`src/rtl/hazard_stall_ctrl_pkg.sv`:
```
// Shared encodings for hazard_stall_ctrl: FSM states, RV32M funct3 codes,
// the x0 register index and the default M-unit latencies.
package hazard_stall_ctrl_pkg;

    typedef enum logic {
        ST_RUN     = 1'b0,
        ST_MD_BUSY = 1'b1
    } state_t;

    localparam logic [2:0] F3_MUL    = 3'b000;
    localparam logic [2:0] F3_MULH   = 3'b001;
    localparam logic [2:0] F3_MULHSU = 3'b010;
    localparam logic [2:0] F3_MULHU  = 3'b011;
    localparam logic [2:0] F3_DIV    = 3'b100;
    localparam logic [2:0] F3_DIVU   = 3'b101;
    localparam logic [2:0] F3_REM    = 3'b110;
    localparam logic [2:0] F3_REMU   = 3'b111;

    localparam logic [4:0] X0_IDX = 5'd0;

    localparam int DEF_MUL_LAT = 2;
    localparam int DEF_DIV_LAT = 32;
    localparam int DEF_CNT_W   = 6;

    // Divide and remainder share the long-latency path.
    function automatic logic is_div(input logic [2:0] funct3);
        case (funct3)
            F3_DIV, F3_DIVU, F3_REM, F3_REMU:      is_div = 1'b1;
            F3_MUL, F3_MULH, F3_MULHSU, F3_MULHU:  is_div = 1'b0;
            default:                               is_div = 1'b0;
        endcase
    endfunction

endpackage

```
`src/rtl/hazard_stall_ctrl_muldiv_timer.sv`:
```
// Loadable down-counter that tracks how long an M op still occupies EX.
// Loaded with latency-1 on issue; expire flags the final busy cycle.
module hazard_stall_ctrl_muldiv_timer #(
    parameter int CNT_W = 6
) (
    input  logic             clk,
    input  logic             reset_n,
    input  logic             load,
    input  logic [CNT_W-1:0] load_val,
    output logic [CNT_W-1:0] value,
    output logic             expire
);

    logic [CNT_W-1:0] value_q;

    always_ff @(posedge clk or negedge reset_n) begin
        if (!reset_n) begin
            value_q <= '0;
        end else if (load) begin
            value_q <= load_val;
        end else if (value_q != '0) begin
            value_q <= value_q - CNT_W'(1);
        end
    end

    assign value  = value_q;
    assign expire = (value_q == '0);

endmodule

```
`src/rtl/hazard_stall_ctrl.sv`:
```
// Hazard/stall controller for the 5-stage RV32IM pipeline: load-use stalls,
// EX redirect flushes and multi-cycle M-op sequencing.
// Optional build macro STALL_PERF_CNT_EN adds the stall_cycles counter port.
//
// Control semantics: all controls are level signals valid for the current
// cycle; a stall holds the named register across the next rising edge, a
// bubble/flush loads a NOP at that edge. muldiv_start is a one-cycle pulse
// that is high in the first cycle the M op sits in EX.
module hazard_stall_ctrl
    import hazard_stall_ctrl_pkg::*;
#(
    parameter int MUL_LAT = DEF_MUL_LAT,
    parameter int DIV_LAT = DEF_DIV_LAT,
    parameter int CNT_W   = DEF_CNT_W
) (
    input  logic             clk,
    input  logic             reset_n,
    input  logic [4:0]       id_rs1,
    input  logic [4:0]       id_rs2,
    input  logic             id_uses_rs1,
    input  logic             id_uses_rs2,
    input  logic             id_is_muldiv,
    input  logic [2:0]       id_funct3,
    input  logic [4:0]       ex_rd,
    input  logic             ex_mem_read,
    input  logic             ex_branch_taken,
    output logic             pc_stall,
    output logic             if_id_stall,
    output logic             if_id_flush,
    output logic             id_ex_bubble,
    output logic             ex_hold,
    output logic             muldiv_start,
    output logic             muldiv_busy,
    output logic             dbg_state,
    output logic [CNT_W-1:0] dbg_count
`ifdef STALL_PERF_CNT_EN
    ,
    output logic [31:0]      stall_cycles
`endif
);

    localparam logic [CNT_W-1:0] MUL_LOAD  = CNT_W'(MUL_LAT - 1);
    localparam logic [CNT_W-1:0] DIV_LOAD  = CNT_W'(DIV_LAT - 1);
    localparam logic             MUL_MULTI = (MUL_LAT > 1);
    localparam logic             DIV_MULTI = (DIV_LAT > 1);

    state_t           state_q;
    state_t           state_d;
    logic             start_q;
    logic             issue;
    logic             lu_hazard;
    logic             sel_div;
    logic             lat_multi;
    logic [CNT_W-1:0] lat_load;
    logic             tmr_load;
    logic [CNT_W-1:0] tmr_value;
    logic             tmr_expire;

    assign lu_hazard = ex_mem_read && (ex_rd != X0_IDX) &&
                       ((id_uses_rs1 && (id_rs1 == ex_rd)) ||
                        (id_uses_rs2 && (id_rs2 == ex_rd)));

    assign sel_div   = is_div(id_funct3);
    assign lat_load  = sel_div ? DIV_LOAD  : MUL_LOAD;
    assign lat_multi = sel_div ? DIV_MULTI : MUL_MULTI;

    always_ff @(posedge clk or negedge reset_n) begin
        if (!reset_n) begin
            state_q <= ST_RUN;
            start_q <= 1'b0;
        end else begin
            state_q <= state_d;
            start_q <= issue;
        end
    end

    always_comb begin
        state_d      = state_q;
        pc_stall     = 1'b0;
        if_id_stall  = 1'b0;
        if_id_flush  = 1'b0;
        id_ex_bubble = 1'b0;
        ex_hold      = 1'b0;
        muldiv_busy  = 1'b0;
        issue        = 1'b0;
        tmr_load     = 1'b0;
        case (state_q)
            ST_RUN: begin
                if (ex_branch_taken) begin
                    if_id_flush  = 1'b1;
                    id_ex_bubble = 1'b1;
                end else if (lu_hazard) begin
                    pc_stall     = 1'b1;
                    if_id_stall  = 1'b1;
                    id_ex_bubble = 1'b1;
                end else if (id_is_muldiv) begin
                    issue = 1'b1;
                    // Single-cycle ops flow through without leaving RUN.
                    if (lat_multi) begin
                        state_d  = ST_MD_BUSY;
                        tmr_load = 1'b1;
                    end
                end
            end
            ST_MD_BUSY: begin
                pc_stall    = 1'b1;
                if_id_stall = 1'b1;
                ex_hold     = 1'b1;
                muldiv_busy = 1'b1;
                if (tmr_expire) begin
                    state_d = ST_RUN;
                end
            end
            default: begin
                state_d = ST_RUN;
            end
        endcase
        // Controls stay quiet while reset is held, whatever the inputs do.
        if (!reset_n) begin
            state_d      = ST_RUN;
            pc_stall     = 1'b0;
            if_id_stall  = 1'b0;
            if_id_flush  = 1'b0;
            id_ex_bubble = 1'b0;
            ex_hold      = 1'b0;
            muldiv_busy  = 1'b0;
            issue        = 1'b0;
            tmr_load     = 1'b0;
        end
    end

    hazard_stall_ctrl_muldiv_timer #(
        .CNT_W (CNT_W)
    ) u_muldiv_timer (
        .clk      (clk),
        .reset_n  (reset_n),
        .load     (tmr_load),
        .load_val (lat_load),
        .value    (tmr_value),
        .expire   (tmr_expire)
    );

    assign muldiv_start = start_q;
    assign dbg_state    = (state_q == ST_MD_BUSY);
    assign dbg_count    = tmr_value;

`ifdef STALL_PERF_CNT_EN
    always_ff @(posedge clk or negedge reset_n) begin
        if (!reset_n) begin
            stall_cycles <= '0;
        end else if (pc_stall) begin
            stall_cycles <= stall_cycles + 32'd1;
        end
    end
`else
    // No stall-cycle counter in this configuration.
`endif

endmodule
```
`config.mk`:
```
export PLATFORM = sky130hd
export DESIGN_NAME = hazard_stall_ctrl
export DESIGN_NICKNAME = d
export VERILOG_FILES = /design/src/rtl/hazard_stall_ctrl_pkg.sv /design/src/rtl/hazard_stall_ctrl_muldiv_timer.sv /design/src/rtl/hazard_stall_ctrl.sv
export SDC_FILE = /design/constraint.sdc
export NUM_CORES = 1
export LEC_CHECK = 0
export BUFFER_PORTS_ARGS = -buffer_cell sky130_fd_sc_hd__buf_2
export CORE_UTILIZATION = 37
export DETAILED_ROUTE_END_ITERATION = 12
export GPL_TIMING_DRIVEN = 0
export PLACE_DENSITY = 0.73
export SYNTH_ARGS = -nofsm -noshare
export SYNTH_HDL_FRONTEND = slang
export SYNTH_SLANG_ARGS = --single-unit
```
`constraint.sdc`:
```
create_clock -name clk -period 1.4 [get_ports clk]
set_input_delay 0.14 -clock clk [delete_from_list [all_inputs] [get_ports clk]]
set_output_delay 0.14 -clock clk [all_outputs]
set_load 0.02 [all_outputs]
```
==> reports/summary.txt <==
========================================================================================
Number of nets with antenna violations after routing                                   0
Total Nets Final                                                                     140
Die outline width                                                                43.8 um
Per-instance average area after synthesis                                     9.78 sq um
Sum of internal, switching and leakage power                                     1.43 mW
Max transition margin                                                              75.9%
Portion of the clock cycle consumed by the worst path in the final layout           116%
Number of cells on the worst reg-to-reg path                                           7
Clock sink count                                                                       8
Starting density of the core                                                       41.4%
Most common cell after layout, fill and taps aside                          sky130_fd_sc_hd__buf_2
Global-route wire length before repair                                           2620 um
Arrival time worst endpoint                                                      1.48 ns
Core Footprint                                                              0.00156 sq mm
Die ar.                                                                     0.00192 sq mm
Status                                                                      finished, violations left
Worst-case setup margin in the final layout                                    -0.222 ns
Via count of the first global-routing pass                                           629
DRT Wirelength                                                                   1570 um
Clock tree from TritonCTS                                                           done
Static leakage power                                                            0.532 nW
Largest fanout on the critical path                                                    2
Number of max-capacitance violations reported                                          0
Count of H-tree levels built during CTS                                                1
Sequential standard cell area                                                  203 sq um
Number of fill cells                                                                 137
Number of warning messages in the yosys log                                            0
Pin count of the biggest net entering global routing                                   9
Antenna violations before repair                                                       0
Sequential share of power                                                          29.4%
Start point of the critical path                                               id_rs1[2]
Number of port buffers                                                                36
Fraction of met2 tracks used by global routing                                     33.4%
Most area-consuming cells after synthesis                                   sky130_fd_sc_hd__dfrtp_1 31%, sky130_fd_sc_hd__xor2_1 12%, sky130_fd_sc_hd__mux2_4 9.3%
Remaining global-route overflow                                                        0
Final-report hold violation count                                                      0
Initial drt markers                                                                    5
Detailed-routing iteration count for the pre-antenna-repair pass                       7
Slowest-stage cell, CP                                                      sky130_fd_sc_hd__nor4_2
Sequential area share after synthesis                                              31.0%
I/O Pins                                                                              39
Via count of the routed design                                                       628
Setup clock skew after layout                                                 0.00102 ns
Clock latency reported for the late side of the worst-skew pair                  0.25 ns
Crit path time final                                                             1.62 ns
Hold_ws                                                                         0.182 ns
Combined area of all synthesized cells                                         646 sq um
Pin slew with the least headroom to its limit                                   0.360 ns
Pwr per Cell Area                                                           1430 mW/mm^2
Biggest cell delay along the critical path                                       0.33 ns
Critical path data required time                                                 1.26 ns
Count of flip-flops with a built-in enable after synthesis                             0
Total clock buffers created by CTS                                                     3
Proportion of synthesized flip-flops having asynchronous set or reset               100%
Part of the total power dissipated in combinational logic                          57.7%
Kind of start point of the critical path                                    primary input
Multi-input gate area                                                          438 sq um
Slew Limit Fails                                                                       0
Area growth syn-to-layout                                                          54.1%
Crit path kind                                                              primary input to primary output
Setup repair after global routing missed its margin                                  yes
Endpoint of the most critical register-to-register path                     u_muldiv_timer.value[1]$_DFFE_PN0P_
Cell seen most often among critical-path stages                             sky130_fd_sc_hd__buf_6
Reg2Reg Launch Point                                                        u_muldiv_timer.value[0]$_DFFE_PN0P_
Switching power as a share of total power                                          40.9%
Most congested layer reported by global routing                                     met2
Net switching power                                                             0.583 mW
Ys flop type                                                                sky130_fd_sc_hd__dfrtp_1
Diodes inserted                                                                        0
CTS Root Buffer Type                                                        sky130_fd_sc_hd__clkbuf_4
Clock share of power                                                               13.0%
Maximum frequency from static timing analysis                                  0.616 GHz
Routability-driven placement congestion ratio                                      0.859
Number of rows in the core area                                                       14
Met3 routing resource usage after global routing                                   6.25%
Final setup fails                                                                     10
Met1 usage in global routing                                                       21.8%
Avg Vias per Cell                                                                   4.91
Cell type contributing the most total cell area after synthesis             sky130_fd_sc_hd__dfrtp_1
Synthesized flop and latch total                                                       8
Die Y                                                                            43.8 um
Minimum setup slack among reg-to-reg paths                                      -0.08 ns
Number of different library cells in the post-synthesis netlist                       27
Final design utilization                                                           63.8%
Post-Synthesis Cells                                                                  66
Chain of cells forming the critical path                                    buf_6, xor2_1, nor4_2, a32oi_2, o41ai_4, buf_4, buf_6
Largest vdd supply drop                                                        0.00122 V
Violations in the final reports                                             design-rule violations, negative setup slack
Timing endpoint of the critical path                                            pc_stall
DPL Wire Length                                                                  1150 um
Worst Setup Slack post-DPL                                                     -0.359 ns
Commonest non-fill, non-tap cells in the layout                             30 x sky130_fd_sc_hd__buf_2, 9 x sky130_fd_sc_hd__xor2_1, 7 x sky130_fd_sc_hd__buf_6, 6 x sky130_fd_sc_hd__buf_4, 6 x sky130_fd_sc_hd__dfrtp_1
Total routing usage reported by global routing                                     19.0%
Yosys top cell area share                                                          31.0%
Clock buffer depth                                                                     2
Int Power                                                                       0.843 mW
Residual DRC count                                                                     2
Clock transition at path regs                                                    0.05 ns
Kind of path behind the tightest hold check                                 primary input to register
Proportion of layout cells with a drive suffix above 1                             55.4%
Endpoint class of the critical path                                         primary output
Routed len/inst                                                                  12.3 um
Syn Nets                                                                              93
========================================================================================
-- cell type report --
type,count,area share [%]
buffer,3,2.01
clock buffer,4,2.64
inverter,5,1.89
multi-input combinational,50,44.0
sequential,8,20.4
tap,16,2.01
timing repair buffer,42,27.0
-- cell usage after synthesis, types with 2 or more instances --
| cell | instances |
|---|---|
| sky130_fd_sc_hd__nand2_1 | 5 |
| sky130_fd_sc_hd__xnor2_1 | 4 |
| sky130_fd_sc_hd__xor2_1 | 9 |
| sky130_fd_sc_hd__o21ai_0 | 3 |
| sky130_fd_sc_hd__inv_1 | 5 |
| sky130_fd_sc_hd__mux2_4 | 4 |
| sky130_fd_sc_hd__nor2_1 | 6 |
| sky130_fd_sc_hd__dfrtp_1 | 8 |
| sky130_fd_sc_hd__buf_4 | 2 |
| sky130_fd_sc_hd__ha_1 | 2 |
| sky130_fd_sc_hd__o21ai_4 | 2 |
-- power groups by stage --
stage	combinational [mW]	clock (mW)	sequential [mW]
final	0.822	0.185	0.419
after global placement	0.766	0	0.414
after CTS	0.812	0.195	0.417
after detailed placement	0.775	0	0.421
after floorplan	0.456	0	0.523
after global routing	0.907	0.210	0.436
-- critical path: cells and delay by family --
kind / cells / cell delay (ns)
AO/OA/AOI/OAI: 2 / 0.48
AND/OR/NAND/NOR: 1 / 0.33
buffers and inverters: 3 / 0.36
XOR/XNOR: 1 / 0.16
-- metrics by stage --
step	instance area [sq um]	instances	setup TNS (ns)
finish	995	128	-1.71
global route	995	128	-2.16
CTS	971	127	-1.10
detailed placement	868	118	-2.74
global placement	868	118	-2.32
floorplan	668	66	-0.464
-- logic make-up after synthesis --
kind of cell	count (synthesis)	share of synthesized area [%]
AOI/OAI and AO/OA	11	15.5
xor gates and xnor gates	13	17.6
adders and majority gates	2	3.88
buffers and inverters	8	5.81
DFF	8	31.0
muxes	4	9.30
and+or+nand+nor	20	16.9
-- routing by layer --
| metal | vias to the layer above | share of wire, % |
|---|---|---|
| met1 | 297 | 39 |
| li1 | 315 | - |
| met2 | 16 | 56 |
| met4 | 0 | 0 |
| met5 | - | 0 |
| met3 | 0 | 4.5 |
-- flip-flops by register name, summed over array words and instances (netlist names) --
name and cells:
dbg_state 1, muldiv_start 1, u_muldiv_timer.value 6
-- worst min path at each step --
stage	endpoint	slack, ns	cells past startpoint	startpoint
6_report	u_muldiv_timer.value[3]$_DFFE_PN0P_	0.18	2	id_funct3[2]
5_1_grt	u_muldiv_timer.value[2]$_DFFE_PN0P_	0.18	2	id_funct3[2]
4_1_cts	u_muldiv_timer.value[3]$_DFFE_PN0P_	0.18	2	id_funct3[2]
3_5_place_dp	u_muldiv_timer.value[5]$_DFFE_PN0P_	0.009	1	reset_n
3_3_place_gp	u_muldiv_timer.value[5]$_DFFE_PN0P_	0.003	1	reset_n
2_1_floorplan	dbg_state$_DFF_PN0_	-0.16	0	reset_n
-- what timing repair did --
action	CTS	global route
hold endpoints to repair	8	0
setup buffers	4	1
pin swaps	6	2
setup endpoints to repair	7	11
gates resized for setup	11	6
hold buffers	1	0
Note: power is estimated with default switching activity, not from simulation.
